===== src/rtl/vcore_cache_req_arb_pkg.sv =====
// Shared types for the vcore L2 request arbiter: arbitration mode, channel index
// and the cache request/response payloads carried through it.
package vcore_cache_req_arb_pkg;

   localparam int unsigned VCORE_ARB_MAX_CH = 8;

   typedef enum logic {
      VCORE_ARB_RR    = 1'b0,
      VCORE_ARB_FIXED = 1'b1
   } vcore_arb_mode_e;

   typedef logic [$clog2(VCORE_ARB_MAX_CH)-1:0] vcore_arb_ch_idx_t;

   // Cache port payloads shared by the core, AMO and vector requesters
   typedef struct packed {
      logic [31:0] addr;
      logic [63:0] wdata;
      logic [7:0]  wstrb;
      logic        we;
   } cpu_cache_if_req_t;

   typedef struct packed {
      logic [63:0] rdata;
      logic        err;
   } cpu_cache_if_resp_t;

endpackage


===== src/rtl/vcore_tag_fifo.sv =====
// Synchronous FIFO holding the originating channel of each in-flight request.
// Pop on empty is ignored; push at full is accepted only alongside a pop.
module vcore_tag_fifo #(
   parameter int unsigned Width = 3,
   parameter int unsigned Depth = 8
) (
   input  logic                      clk,
   input  logic                      s2b_rst,
   input  logic                      push_i,
   input  logic [Width-1:0]          wdata_i,
   input  logic                      pop_i,
   output logic [Width-1:0]          rdata_o,
   output logic [$clog2(Depth):0]    count_o,
   output logic                      empty_o
);

   localparam int unsigned PtrW = $clog2(Depth);

   logic [Width-1:0] mem_q [Depth];
   logic [Width-1:0] mem_d [Depth];
   logic [PtrW-1:0]  wr_ptr_q, wr_ptr_d, rd_ptr_q, rd_ptr_d;
   logic [PtrW:0]    count_q, count_d;
   logic             pop_eff, push_eff, full;

   // Next-state: pointers wrap naturally because Depth is a power of two
   always_comb begin
      full     = (count_q == Depth[PtrW:0]);
      pop_eff  = pop_i && (count_q != '0);
      push_eff = push_i && (!full || pop_eff);
      mem_d    = mem_q;
      if (push_eff) begin
         mem_d[wr_ptr_q] = wdata_i;
      end
      wr_ptr_d = wr_ptr_q + PtrW'(push_eff);
      rd_ptr_d = rd_ptr_q + PtrW'(pop_eff);
      count_d  = count_q + (PtrW+1)'(push_eff) - (PtrW+1)'(pop_eff);
   end

   // Pointer/count state with synchronous reset
   always_ff @(posedge clk) begin
      if (s2b_rst) begin
         wr_ptr_q <= '0;
         rd_ptr_q <= '0;
         count_q  <= '0;
      end else begin
         wr_ptr_q <= wr_ptr_d;
         rd_ptr_q <= rd_ptr_d;
         count_q  <= count_d;
      end
   end

   // Storage needs no reset: entries are only read after being written
   always_ff @(posedge clk) begin
      mem_q <= mem_d;
   end

   assign rdata_o = mem_q[rd_ptr_q];
   assign count_o = count_q;
   assign empty_o = (count_q == '0);

endmodule


===== src/rtl/vcore_cache_req_arb.sv =====
// N-channel arbiter merging requesters onto the single L2 cache port. In-order
// responses are steered back to their originator through a tag FIFO.
module vcore_cache_req_arb
   import vcore_cache_req_arb_pkg::*;
#(
   parameter int unsigned NUM_CH    = 3,
   parameter int unsigned TAG_DEPTH = 8,
   parameter int unsigned ARB_MODE  = 0,
   parameter int unsigned OUT_REG   = 1
) (
   input  logic                            clk,
   input  logic                            s2b_rst,
   input  logic [NUM_CH-1:0]               ch_req_valid,
   input  cpu_cache_if_req_t [NUM_CH-1:0]  ch_req,
   input  logic [NUM_CH-1:0]               ch_req_expects_resp,
   output logic [NUM_CH-1:0]               ch_req_ready,
   output logic                            l2_req_valid,
   output cpu_cache_if_req_t               l2_req,
   input  logic                            l2_req_ready,
   input  logic                            l2_resp_valid,
   input  cpu_cache_if_resp_t              l2_resp,
   output logic                            l2_resp_ready,
   output logic [NUM_CH-1:0]               ch_resp_valid,
   output cpu_cache_if_resp_t              ch_resp,
   input  logic [NUM_CH-1:0]               ch_resp_ready,
   output logic [$clog2(TAG_DEPTH):0]      b2s_arb_outstanding,
   output logic                            b2s_arb_err
);

   localparam int unsigned CntW = $clog2(TAG_DEPTH) + 1;
   localparam vcore_arb_mode_e Mode = (ARB_MODE != 0) ? VCORE_ARB_FIXED : VCORE_ARB_RR;
   localparam logic [CntW:0] TagDepthC = TAG_DEPTH[CntW:0];

   logic                oreg_valid_q, oreg_valid_d, oreg_exp_q, oreg_exp_d;
   cpu_cache_if_req_t   oreg_req_q, oreg_req_d;
   vcore_arb_ch_idx_t   oreg_ch_q, oreg_ch_d;
   vcore_arb_ch_idx_t   rr_q, rr_d;
   logic                err_q, err_d;

   logic [NUM_CH-1:0]   eligible;
   logic                stage_free, pending_resp, tag_open, gnt_any, sel_exp, head_ready;
   logic [CntW:0]       tag_used;
   vcore_arb_ch_idx_t   gnt_idx;
   cpu_cache_if_req_t   sel_req;

   logic                fifo_push, fifo_pop, fifo_empty;
   vcore_arb_ch_idx_t   fifo_wdata, fifo_head;
   logic [CntW-1:0]     fifo_count;

   // Eligibility and grant selection; tag gate ignores a same-cycle pop
   always_comb begin
      stage_free   = (OUT_REG != 0) ? (!oreg_valid_q || l2_req_ready) : l2_req_ready;
      pending_resp = (OUT_REG != 0) && oreg_valid_q && oreg_exp_q;
      tag_used     = {1'b0, fifo_count} + {{CntW{1'b0}}, pending_resp};
      tag_open     = (tag_used < TagDepthC);
      for (int unsigned i = 0; i < NUM_CH; i++) begin
         eligible[i] = !s2b_rst && ch_req_valid[i] && stage_free &&
                       (!ch_req_expects_resp[i] || tag_open);
      end
      gnt_any = 1'b0;
      gnt_idx = '0;
      // Round-robin first searches rr..NUM_CH-1, then wraps to the lowest index
      if (Mode == VCORE_ARB_RR) begin
         for (int unsigned i = 0; i < NUM_CH; i++) begin
            if (!gnt_any && eligible[i] && (vcore_arb_ch_idx_t'(i) >= rr_q)) begin
               gnt_any = 1'b1;
               gnt_idx = vcore_arb_ch_idx_t'(i);
            end
         end
      end
      for (int unsigned i = 0; i < NUM_CH; i++) begin
         if (!gnt_any && eligible[i]) begin
            gnt_any = 1'b1;
            gnt_idx = vcore_arb_ch_idx_t'(i);
         end
      end
      ch_req_ready = '0;
      sel_req      = '0;
      sel_exp      = 1'b0;
      for (int unsigned i = 0; i < NUM_CH; i++) begin
         if (gnt_idx == vcore_arb_ch_idx_t'(i)) begin
            ch_req_ready[i] = gnt_any;
            sel_req         = ch_req[i];
            sel_exp         = ch_req_expects_resp[i];
         end
      end
      rr_d = rr_q;
      if (gnt_any) begin
         rr_d = (gnt_idx == vcore_arb_ch_idx_t'(NUM_CH - 1)) ? '0 : gnt_idx + 1'b1;
      end
   end

   // Output stage: registered or pass-through, plus tag push on the L2 handshake
   always_comb begin
      oreg_valid_d = oreg_valid_q;
      oreg_exp_d   = oreg_exp_q;
      oreg_req_d   = oreg_req_q;
      oreg_ch_d    = oreg_ch_q;
      if (l2_req_ready || (OUT_REG == 0)) begin
         oreg_valid_d = 1'b0;
      end
      if (gnt_any && (OUT_REG != 0)) begin
         oreg_valid_d = 1'b1;
         oreg_exp_d   = sel_exp;
         oreg_req_d   = sel_req;
         oreg_ch_d    = gnt_idx;
      end
      if (OUT_REG != 0) begin
         l2_req_valid = oreg_valid_q;
         l2_req       = oreg_req_q;
         fifo_push    = oreg_valid_q && l2_req_ready && oreg_exp_q;
         fifo_wdata   = oreg_ch_q;
      end else begin
         l2_req_valid = gnt_any;
         l2_req       = sel_req;
         fifo_push    = gnt_any && sel_exp && l2_req_ready;
         fifo_wdata   = gnt_idx;
      end
   end

   // Response steering to the FIFO head; orphans are absorbed and flagged
   always_comb begin
      ch_resp       = l2_resp;
      ch_resp_valid = '0;
      head_ready    = 1'b0;
      for (int unsigned i = 0; i < NUM_CH; i++) begin
         if (fifo_head == vcore_arb_ch_idx_t'(i)) begin
            ch_resp_valid[i] = l2_resp_valid && !fifo_empty;
            head_ready       = ch_resp_ready[i];
         end
      end
      l2_resp_ready = fifo_empty ? l2_resp_valid : head_ready;
      fifo_pop      = l2_resp_valid && head_ready && !fifo_empty;
      err_d         = err_q || (l2_resp_valid && fifo_empty);
   end

   // Arbiter state with synchronous reset
   always_ff @(posedge clk) begin
      if (s2b_rst) begin
         oreg_valid_q <= 1'b0;
         oreg_exp_q   <= 1'b0;
         oreg_req_q   <= '0;
         oreg_ch_q    <= '0;
         rr_q         <= '0;
         err_q        <= 1'b0;
      end else begin
         oreg_valid_q <= oreg_valid_d;
         oreg_exp_q   <= oreg_exp_d;
         oreg_req_q   <= oreg_req_d;
         oreg_ch_q    <= oreg_ch_d;
         rr_q         <= rr_d;
         err_q        <= err_d;
      end
   end

   vcore_tag_fifo #(
      .Width ($bits(vcore_arb_ch_idx_t)),
      .Depth (TAG_DEPTH)
   ) u_tag_fifo (
      .clk     (clk),
      .s2b_rst (s2b_rst),
      .push_i  (fifo_push),
      .wdata_i (fifo_wdata),
      .pop_i   (fifo_pop),
      .rdata_o (fifo_head),
      .count_o (fifo_count),
      .empty_o (fifo_empty)
   );

   assign b2s_arb_outstanding = fifo_count;
   assign b2s_arb_err         = err_q;

endmodule

===== config.mk =====
export PLATFORM = sky130hd
export DESIGN_NAME = vcore_cache_req_arb
export DESIGN_NICKNAME = d
export VERILOG_FILES = /design/src/rtl/vcore_cache_req_arb_pkg.sv /design/src/rtl/vcore_tag_fifo.sv /design/src/rtl/vcore_cache_req_arb.sv
export SDC_FILE = /design/constraint.sdc
export NUM_CORES = 1
export LEC_CHECK = 0
export CAP_MARGIN = 20
export CORE_AREA = 4 4 225 227
export DETAILED_ROUTE_END_ITERATION = 10
export DIE_AREA = 0 0 229 231
export PLACE_DENSITY = 0.47
export REMOVE_ABC_BUFFERS = 1
export SLEW_MARGIN = 40
export SYNTH_ARGS = -nofsm -noshare
export SYNTH_HDL_FRONTEND = slang
export SYNTH_SLANG_ARGS = --single-unit

===== constraint.sdc =====
create_clock -name clk -period 3.9 [get_ports clk]
set_input_delay 0.975 -clock clk [delete_from_list [all_inputs] [get_ports clk]]
set_output_delay 0.975 -clock clk [all_outputs]
set_load 0.005 [all_outputs]

==> flow_summary.toml, run 1 <==
[clock_tree]
numCtsBuffers = 17
max-clock-path-buffers = 2
clockRootBuffer = "clkbuf_16"
cts_tree = "built"
clkTransAtPathRegs_ps = 60
cts_sinks = 139
clock_latency_ps = 470
ctsHoldBuffers = 0
htreeDepth = 4

[timing]
drv_slew = 0
grt_setup_unrepaired = "yes"
hold_viol_final = 0
post-route-period-util_pct = 97.5
setup_viol = 0
worst_pin_slew_ps = 770
slew-limit-headroom_pct = 48.7
worst_slack_ps = 98.7
max_freq_mhz = 263
finClkSkew_ps = 14.6
fin_crit_ps = 3800

[place]
port_buffers = 445
dpl_worst_slack_ps = -263
place_area_sq_um = 12300
place.gp.congestion = 0.849
dp_hpwl_um = 35600

[yosys]
synth_ff_type = "dfxtp_1"
synthTopCellsByCount = "dfxtp_1, nor2_1, buf_4"
synth_cell_types = 55
syn_inst = 869
synth.most_common_cell = "dfxtp_1"
synth_top_area_share_pct = 32.5
synth_top_area_cell = "dfxtp_1"
async_flop_share_pct = 0
syn_area_per_cell_sq_um = 8.73
yosysWarningCount = 0
synthTopCellsByArea = "dfxtp_1, buf_4, edfxtp_1, a221oi_1, a211oi_1"
synthesis.area_sq_um = 7590
synth_seq_area_share_pct = 38.8
ys_ff_latch = 139
synth-edff-count = 16

[global_route]
grt_max_degree = 88
grt_pass1_wl_um = 65400
grt_pass1_vias = 8912
gr-total-overflow = 0
grtUsageTotal_pct = 17.3
antenna_found_initial = 5

[detailed_routing]
remaining_drc_errors = 0
finalWirelength_um = 46800
postRouteAntennaNets = 0
dr.pass1.iters = 5
avgViaCountPerCell = 4.55
dr_total_vias = 8467
wl_per_cell_um = 25.1
drt_iter0_drc = 386

[finish]
nNetsFinal = 1630
drive_above_1_share_pct = 8.73
fin_util_pct = 26.6
area_growth_pct = 70.5
postLayoutCellArea_sq_um = 12900

[die]
floorplan.initialDensity_pct = 15.6
fp.dieW_um = 229
die_h_um = 231
num_io_pins = 576
fp-row-count = 81
core_area_sq_um = 48600
die_area_sq_um = 52900

[worst_setup_path]
cp.arrival_ps = 2830
cp.required_ps = 2920
path_class = "in -> out"
crit_path_max_incr_delay_ps = 540
cpMostUsedCell = "clkdlybuf4s50_1"
cp_max_fo = 5
path_cells = "clkdlybuf4s50_1 > o31ai_2 > o211ai_4 > nand2_1 > a21o_4 > inv_6 > clkdlybuf4s50_1"
critPathLaunchType = "primary input"
end_kind = "output port"
cp_slowest_cell = "clkdlybuf4s50_1"

[pwr]
ir_worst_vdd_v = 0.000236
power_density_nw_per_um2 = 435
p_leak_nw = 4.67
finalPower_mw = 5.63

[flow_run]
drv_cap = 0

[min_path]
hp-class = "reg -> reg"

[outcome]
run_status = "finished clean"
[stage by stage]
| step | hold WS (ps) | TNS [ps] | instances |
|---|---|---|---|
| floorplan | 446 | -51450 | 722 |
| global route | 472 | -5.75 | 1860 |
| finish | 446 | 0 | 1860 |
| CTS | 450 | 0 | 1859 |
| global placement | 439 | -476 | 1825 |
| detailed placement | 444 | -540 | 1825 |
[state kept, by name (all words and copies together), names as in the netlist]
name                 flops
b2s_arb_err              1
fifo_wdata               2
l2_req                 105
l2_req_valid             1
oreg_exp_q               1
rr_q                     3
u_tag_fifo.count_o       4
u_tag_fifo.mem_q        16
u_tag_fifo.rd_ptr_q      3
u_tag_fifo.wr_ptr_q      3
[cells in the final DEF, fill, tap and decap left out, drive strengths merged, types with 7 or more instances in the layout]
master and instances:
a31oi 38, a211oi 64, inv 10, clkinv 10, a221oi 45, dfxtp 123
nor3 24, ha 12, edfxtp 16, nand2 72, nor2b 7, a21oi 9
o221ai 41, o21ai 44, a21o 22, nor2 84, clkdlybuf4s50 441, buf 40
nand3 69, clkbuf 18
[path summary, 6_finish.rpt]
kind	start	end	slack, ps	cells after the start
setup / recovery	ch_req_expects_resp[0]	ch_req_ready[2]	100	7
hold / removal	l2_req[14]	l2_req[14]	450	2
setup reg to reg	u_tag_fifo.rd_ptr_q[0]	u_tag_fifo.count_o[2]	900	12
hold reg to reg	l2_req[14]	l2_req[14]	450	2
[kinds of logic (layout without fill, tap and decap cells)]
kind of cell | Yosys count | count (layout) | synth area share [%]
mux | 9 | 9 | 2.03
other cells | 0 | 1 | 0
buf+inv | 158 | 526 | 12.7
xor+xnor | 5 | 5 | 0.577
simple gates | 269 | 269 | 15.8
compound gates | 276 | 276 | 27.9
fa+ha+maj | 13 | 13 | 2.24
flops | 139 | 139 | 38.8
[repair_timing]
action	CTS	global route
pin swaps	2	0
resized for setup	5	3
setup buffers	2	0
setup endpoints to repair	4	4
cloned	0	0
[metal layers]
metal | up-vias | wire length (um) | GRT usage (%)
met1 | 3979 | 18300 | 18.1
li1 | 3904 | - | -
met4 | 16 | 1110 | 5.27
met5 | - | 596 | 7.72
met3 | 65 | 8560 | 17.0
met2 | 503 | 18200 | 23.2
[layout make-up]
class | instances | area (sq um)
inverters | 11 | 47.5
well taps | 622 | 778
fillers | 5234 | 35700
clock inverters | 14 | 179
flip-flops and latches | 139 | 2950
diodes | 1 | 2.50
repair buffers | 483 | 4840
multi-input cells | 572 | 3720
clock buffers | 18 | 429
[critical path, delay by kind of cell]
family	cells	cell delay [ps]
simple gates	1	130
compound gates	3	600
buf+inv	3	1110
[report_power, final]
| group | internal, mW | switching [mW] | total, mW |
|---|---|---|---|
| registers | 1.68 | 0.159 | 1.84 |
| logic | 1.10 | 0.934 | 2.03 |
| clock network | 1.06 | 0.696 | 1.75 |
| total | 3.84 | 1.79 | 5.63 |
Power figures use the tool's default switching activity.
==> run 2, diff against run 1 <==
CELL_PAD_IN_SITES_DETAIL_PLACEMENT = 2   (was unset)
CELL_PAD_IN_SITES_GLOBAL_PLACEMENT = 2   (was unset)
CORE_AREA = 2 2 221 223   (was 4 4 225 227)
DIE_AREA = 0 0 223 225   (was 0 0 229 231)
PLACE_DENSITY = 0.79   (was 0.47)
==> run 2 against run 1 <==
Net effect: flip-flop and latch count unchanged; hold slack better by 5.9 ps; sequential power is essentially flat; cell count is 0.38% lower; combinational power up 3%; clock-buffer cell count up 1; worst setup slack improved by 82 ps; via count increased by 3.1%; critical endpoint is now l2_resp_ready.
==> flow_summary.toml, run 2 (synthesis results as in run 1) <==
[timing]
holdWs_ps = 452
grt_setup_unrepaired = "no"
post-route-period-util_pct = 95.4
max_freq_mhz = 269
finClkSkew_ps = 9.35
setup_viol = 0
worst_pin_slew_ps = 806
drv_slew = 0
slew-limit-headroom_pct = 46.3
hold_viol_final = 0
tns_ps = 0
worst_slack_ps = 180
fin_crit_ps = 3720

[pwr]
ir_worst_vdd_v = 0.000241
p_sw_share_pct = 33.7
p_leak_nw = 4.63
p_comb_share_pct = 37.3
seqPwrFrac_pct = 32.7
p_sw_mw = 1.89
finalPower_mw = 5.62
p_int_mw = 3.73
power_density_nw_per_um2 = 437
clock_power_share_pct = 30.0

[detailed_routing]
dr_total_vias = 8726
wl_met2_um = 20900
postRouteAntennaNets = 0
dr.pass1.iters = 4
wl_per_cell_um = 26.5
avgViaCountPerCell = 4.71
drt_iter0_drc = 319
met1_length_um = 19200
dr_wl_met3_um = 7540
dr.max_layer_used = "met5"
remaining_drc_errors = 0
finalWirelength_um = 49100

[finish]
num-fill-cells = 5384
nNetsFinal = 1630
drive_above_1_share_pct = 8.89
register_area_sq_um = 2950
layout.cells.non_filler = 1853
final_cell_mix = "clkdlybuf4s50_1, dfxtp_1, nor2_1"
final_common_cell = "clkdlybuf4s50_1"
multi_input_area_sq_um = 3730
largest_reg_flops = 105
postLayoutCellArea_sq_um = 12900
area_growth_pct = 69.6
fin_util_pct = 27.1

[worst_setup_path]
cp.required_ps = 2920
path_cells = "mux4_2 > mux2i_4 > mux2i_1 > mux2i_2 > mux2_2 > clkdlybuf4s50_1"
end_kind = "output port"
path_class = "reg -> out"
crit_path_max_incr_delay_ps = 550
cp.arrival_ps = 2740
cp_max_fo = 5
cp.buffers_inverters = 1
cp_slowest_cell = "mux4_2"
critPathTopFamily = "multiplexers"
critPathLaunchType = "register"

[clock_tree]
ctsHoldBuffers = 0
cts_sinks = 139
cts_tree = "built"
max-clock-path-buffers = 2
clockRootBuffer = "clkbuf_16"
clkTransAtPathRegs_ps = 70
numCtsBuffers = 17
htreeDepth = 4
clock_latency_ps = 470

[outcome]
run_status = "finished clean"

[place]
dp.cells = 1818
dpl_worst_slack_ps = -96.4
place.gp.congestion = 0.823
port_buffers = 445
dp_hpwl_um = 37700
place_area_sq_um = 12300

[global_route]
grt_max_degree = 83
grtUsageTotal_pct = 19.3
grt_pass1_vias = 9455
antenna_found_initial = 2
grt_pass1_wl_um = 68200
gr-total-overflow = 0

[die]
floorplan.initialDensity_pct = 16.0
fp.dieW_um = 223
die_h_um = 225
die_area_sq_um = 50200
fp-row-count = 80
core_area_sq_um = 47500
num_io_pins = 576

[flow_run]
drv_cap = 0

[min_path]
hp-class = "reg -> reg"
## run 2: cell types whose count changed in the layout (fill, tap and decap cells not counted), sizes merged
cell,before,now
buf,40,39
bufinv,4,2
clkbuf,18,19
clkinv,10,5
clkinvlp,1,4
dlygate4sd2,2,3
inv,10,13
## run 2: final cells by class
class,instances,share of cell area [%]
flip-flops and latches,139,22.9
multi-input cells,572,29.0
clock buffers,19,3.36
diodes,1,0.0194
well taps,615,5.98
clock inverters,13,1.11
repair buffers,483,37.3
inverters,11,0.370
## run 2: power groups by stage
stage	Sequential, mW	Combinational, mW	Clock [mW]
2_1_floorplan	1.86	0.805	0
3_3_place_gp	1.85	2.06	0
3_5_place_dp	1.87	2.11	0
4_1_cts	1.84	2.13	1.77
5_1_grt	1.87	2.27	1.81
6_report	1.84	2.09	1.69
## run 2: routing by layer
layer / track usage [%] / vias to the layer above
met3: 15.0 / 52
met4: 5.56 / 12
li1: - / 3902
met5: 8.99 / -
met2: 29.1 / 482
met1: 20.1 / 4278
## run 2: path summary, 6_finish.rpt
| path | from | end | slack (ps) | cells after the start |
|---|---|---|---|---|
| worst max-delay path | u_tag_fifo.rd_ptr_q[0] | l2_resp_ready | 180 | 6 |
| worst max register to register | u_tag_fifo.count_o[2] | l2_req[27] | 520 | 10 |
| worst min register to register | l2_req[53] | l2_req[53] | 450 | 2 |
| worst min-delay path | l2_req[53] | l2_req[53] | 450 | 2 |
## run 2: repair_timing
item,in CTS,in global routing
buffers inserted,0,2
pin swaps,0,0
gates resized for setup,7,2
endpoints found under the setup margin,4,1
## run 2: worst register-to-register path: cells and delay by family, from the launching register on
kind | cells | cell delay [ps]
buffers and inverters | 2 | 1130
AOI/OAI and AO/OA | 4 | 980
and+or+nand+nor | 3 | 590
DFF | 1 | 360
adders and majority gates | 1 | 230
==> run 3, diff against run 2 <==
CORE_AREA = 2 2 222 224   (was 2 2 221 223)
DIE_AREA = 0 0 224 226   (was 0 0 223 225)
PLACE_DENSITY = 0.78   (was 0.79)
clock period = 4.7 ns   (was 3.9 ns; I/O delays follow)
==> run 3 against run 2 <==
Net effect: largest power group unchanged; non-clock buffer count down 11; combinational power is 18% lower; flip-flop and latch count stayed put; via count down 1.2%; die area increased by 0.89%.
==> flow_summary.toml, run 3 (synthesis results as in run 1) <==
[place]
place.gp.congestion = 0.809
dp.cells = 1816
dp_hpwl_um = 36100
port_buffers = 445
dpl_worst_slack_ps = 209
place_area_sq_um = 12200

[worst_setup_path]
r2r_setup_slack_ps = 1270
reg2reg_depth = 11
path_class = "in -> out"
cp_max_fo = 7
r2r-start = "u_tag_fifo.rd_ptr_q[0]"
end_kind = "output port"
cp.arrival_ps = 3260
critPathLaunchType = "primary input"
cp.required_ps = 3520
r2r-end = "u_tag_fifo.count_o[3]"

[detailed_routing]
remaining_drc_errors = 0
drt_iter0_drc = 310
dr.pass1.iters = 4
wl_per_cell_um = 25.3
dr_total_vias = 8619
finalWirelength_um = 46800
postRouteAntennaNets = 0
avgViaCountPerCell = 4.66

[outcome]
run_status = "finished clean"

[die]
fp-row-count = 81
floorplan.initialDensity_pct = 15.7
fp.dieW_um = 224
core_area_sq_um = 48300
die_area_sq_um = 50600
num_io_pins = 576
die_h_um = 226

[clock_tree]
cts_sinks = 139
clkTransAtPathRegs_ps = 60
numCtsBuffers = 17
clockRootBuffer = "clkbuf_16"
htreeDepth = 4
clock_latency_ps = 490
cts_setup_buffers = 0
cts-resized-gates = 0
cts_tree = "built"
max-clock-path-buffers = 2
ctsHoldBuffers = 0

[timing]
post-route-period-util_pct = 94.3
fin_crit_ps = 4430
max_freq_mhz = 226
holdWs_ps = 458
worst_pin_slew_ps = 854
setup_viol = 0
slew-limit-headroom_pct = 43.0
drv_slew = 0
tns_ps = 0
hold_viol_final = 0
worst_slack_ps = 266
grt_setup_unrepaired = "no"
finClkSkew_ps = 16.5

[min_path]
hold_path_end = "l2_req[20]"
hp-class = "reg -> reg"
hp-start = "l2_req[20]"
hold_depth = 2

[pwr]
p_leak_nw = 4.60
power_density_nw_per_um2 = 374
finalPower_mw = 4.79
ir_worst_vdd_v = 0.000202

[global_route]
grt_pass1_vias = 9419
grt_pass1_wl_um = 65900
grt_max_degree = 107
antenna_found_initial = 1
gr-total-overflow = 0
grtUsageTotal_pct = 18.2

[flow_run]
drv_cap = 0

[finish]
largest_reg_flops = 105
fin_util_pct = 26.6
drive_above_1_share_pct = 7.75
final_common_cell = "clkdlybuf4s50_1"
postLayoutCellArea_sq_um = 12800
layout.cells.non_filler = 1850
nNetsFinal = 1619
final_cell_mix = "clkdlybuf4s50_1, dfxtp_1, nor2_1"
area_growth_pct = 69.2
-- run 3: how the worst max path moves through the flow --
stage / from / to / slack, ps / cells past startpoint
finish: l2_req_ready / ch_req_ready[2] / 270 / 9
global route: l2_req_ready / ch_req_ready[2] / 110 / 9
CTS: l2_req_ready / ch_req_ready[2] / 210 / 9
detailed placement: l2_req_ready / ch_req_ready[2] / 210 / 9
global placement: l2_req_ready / ch_req_ready[2] / 260 / 9
floorplan: l2_req_ready / l2_req[100] / -510 / 7
-- run 3: worst max-delay path: stages --
cell,delay (ps)
clkdlybuf4s50_1,460
nor2b_1,230
nor2_1,70
buf_4,160
o211ai_4,150
nand2_1,150
a21o_4,260
inv_6,80
clkdlybuf4s50_1,520
-- run 3: area by class of cell --
cell class                      count  area (sq um)
Timing Repair Buffer              472          4700
Clock inverter                     14           219
Tap cell                          622           778
Sequential cell                   139          2940
Multi-Input combinational cell    572          3710
Fill cell                        5451         35500
Inverter                           11          47.5
Clock buffer                       18           429
Antenna cell                        2          5.00
-- run 3: power by group --
| part | leakage, nW | internal (mW) | switching (mW) |
|---|---|---|---|
| clock | 0.301 | 0.941 | 0.612 |
| sequential | 1.17 | 1.40 | 0.133 |
| combinational | 3.13 | 0.901 | 0.812 |
| total | 4.60 | 3.24 | 1.56 |
-- run 3: layer usage --
layer / vias up / track usage, % / wire length, um
li1: 3879 / - / -
met1: 4214 / 19.0 / 18200
met5: - / 5.57 / 375
met4: 6 / 6.19 / 1080
met3: 59 / 14.0 / 7050
met2: 461 / 27.3 / 20200
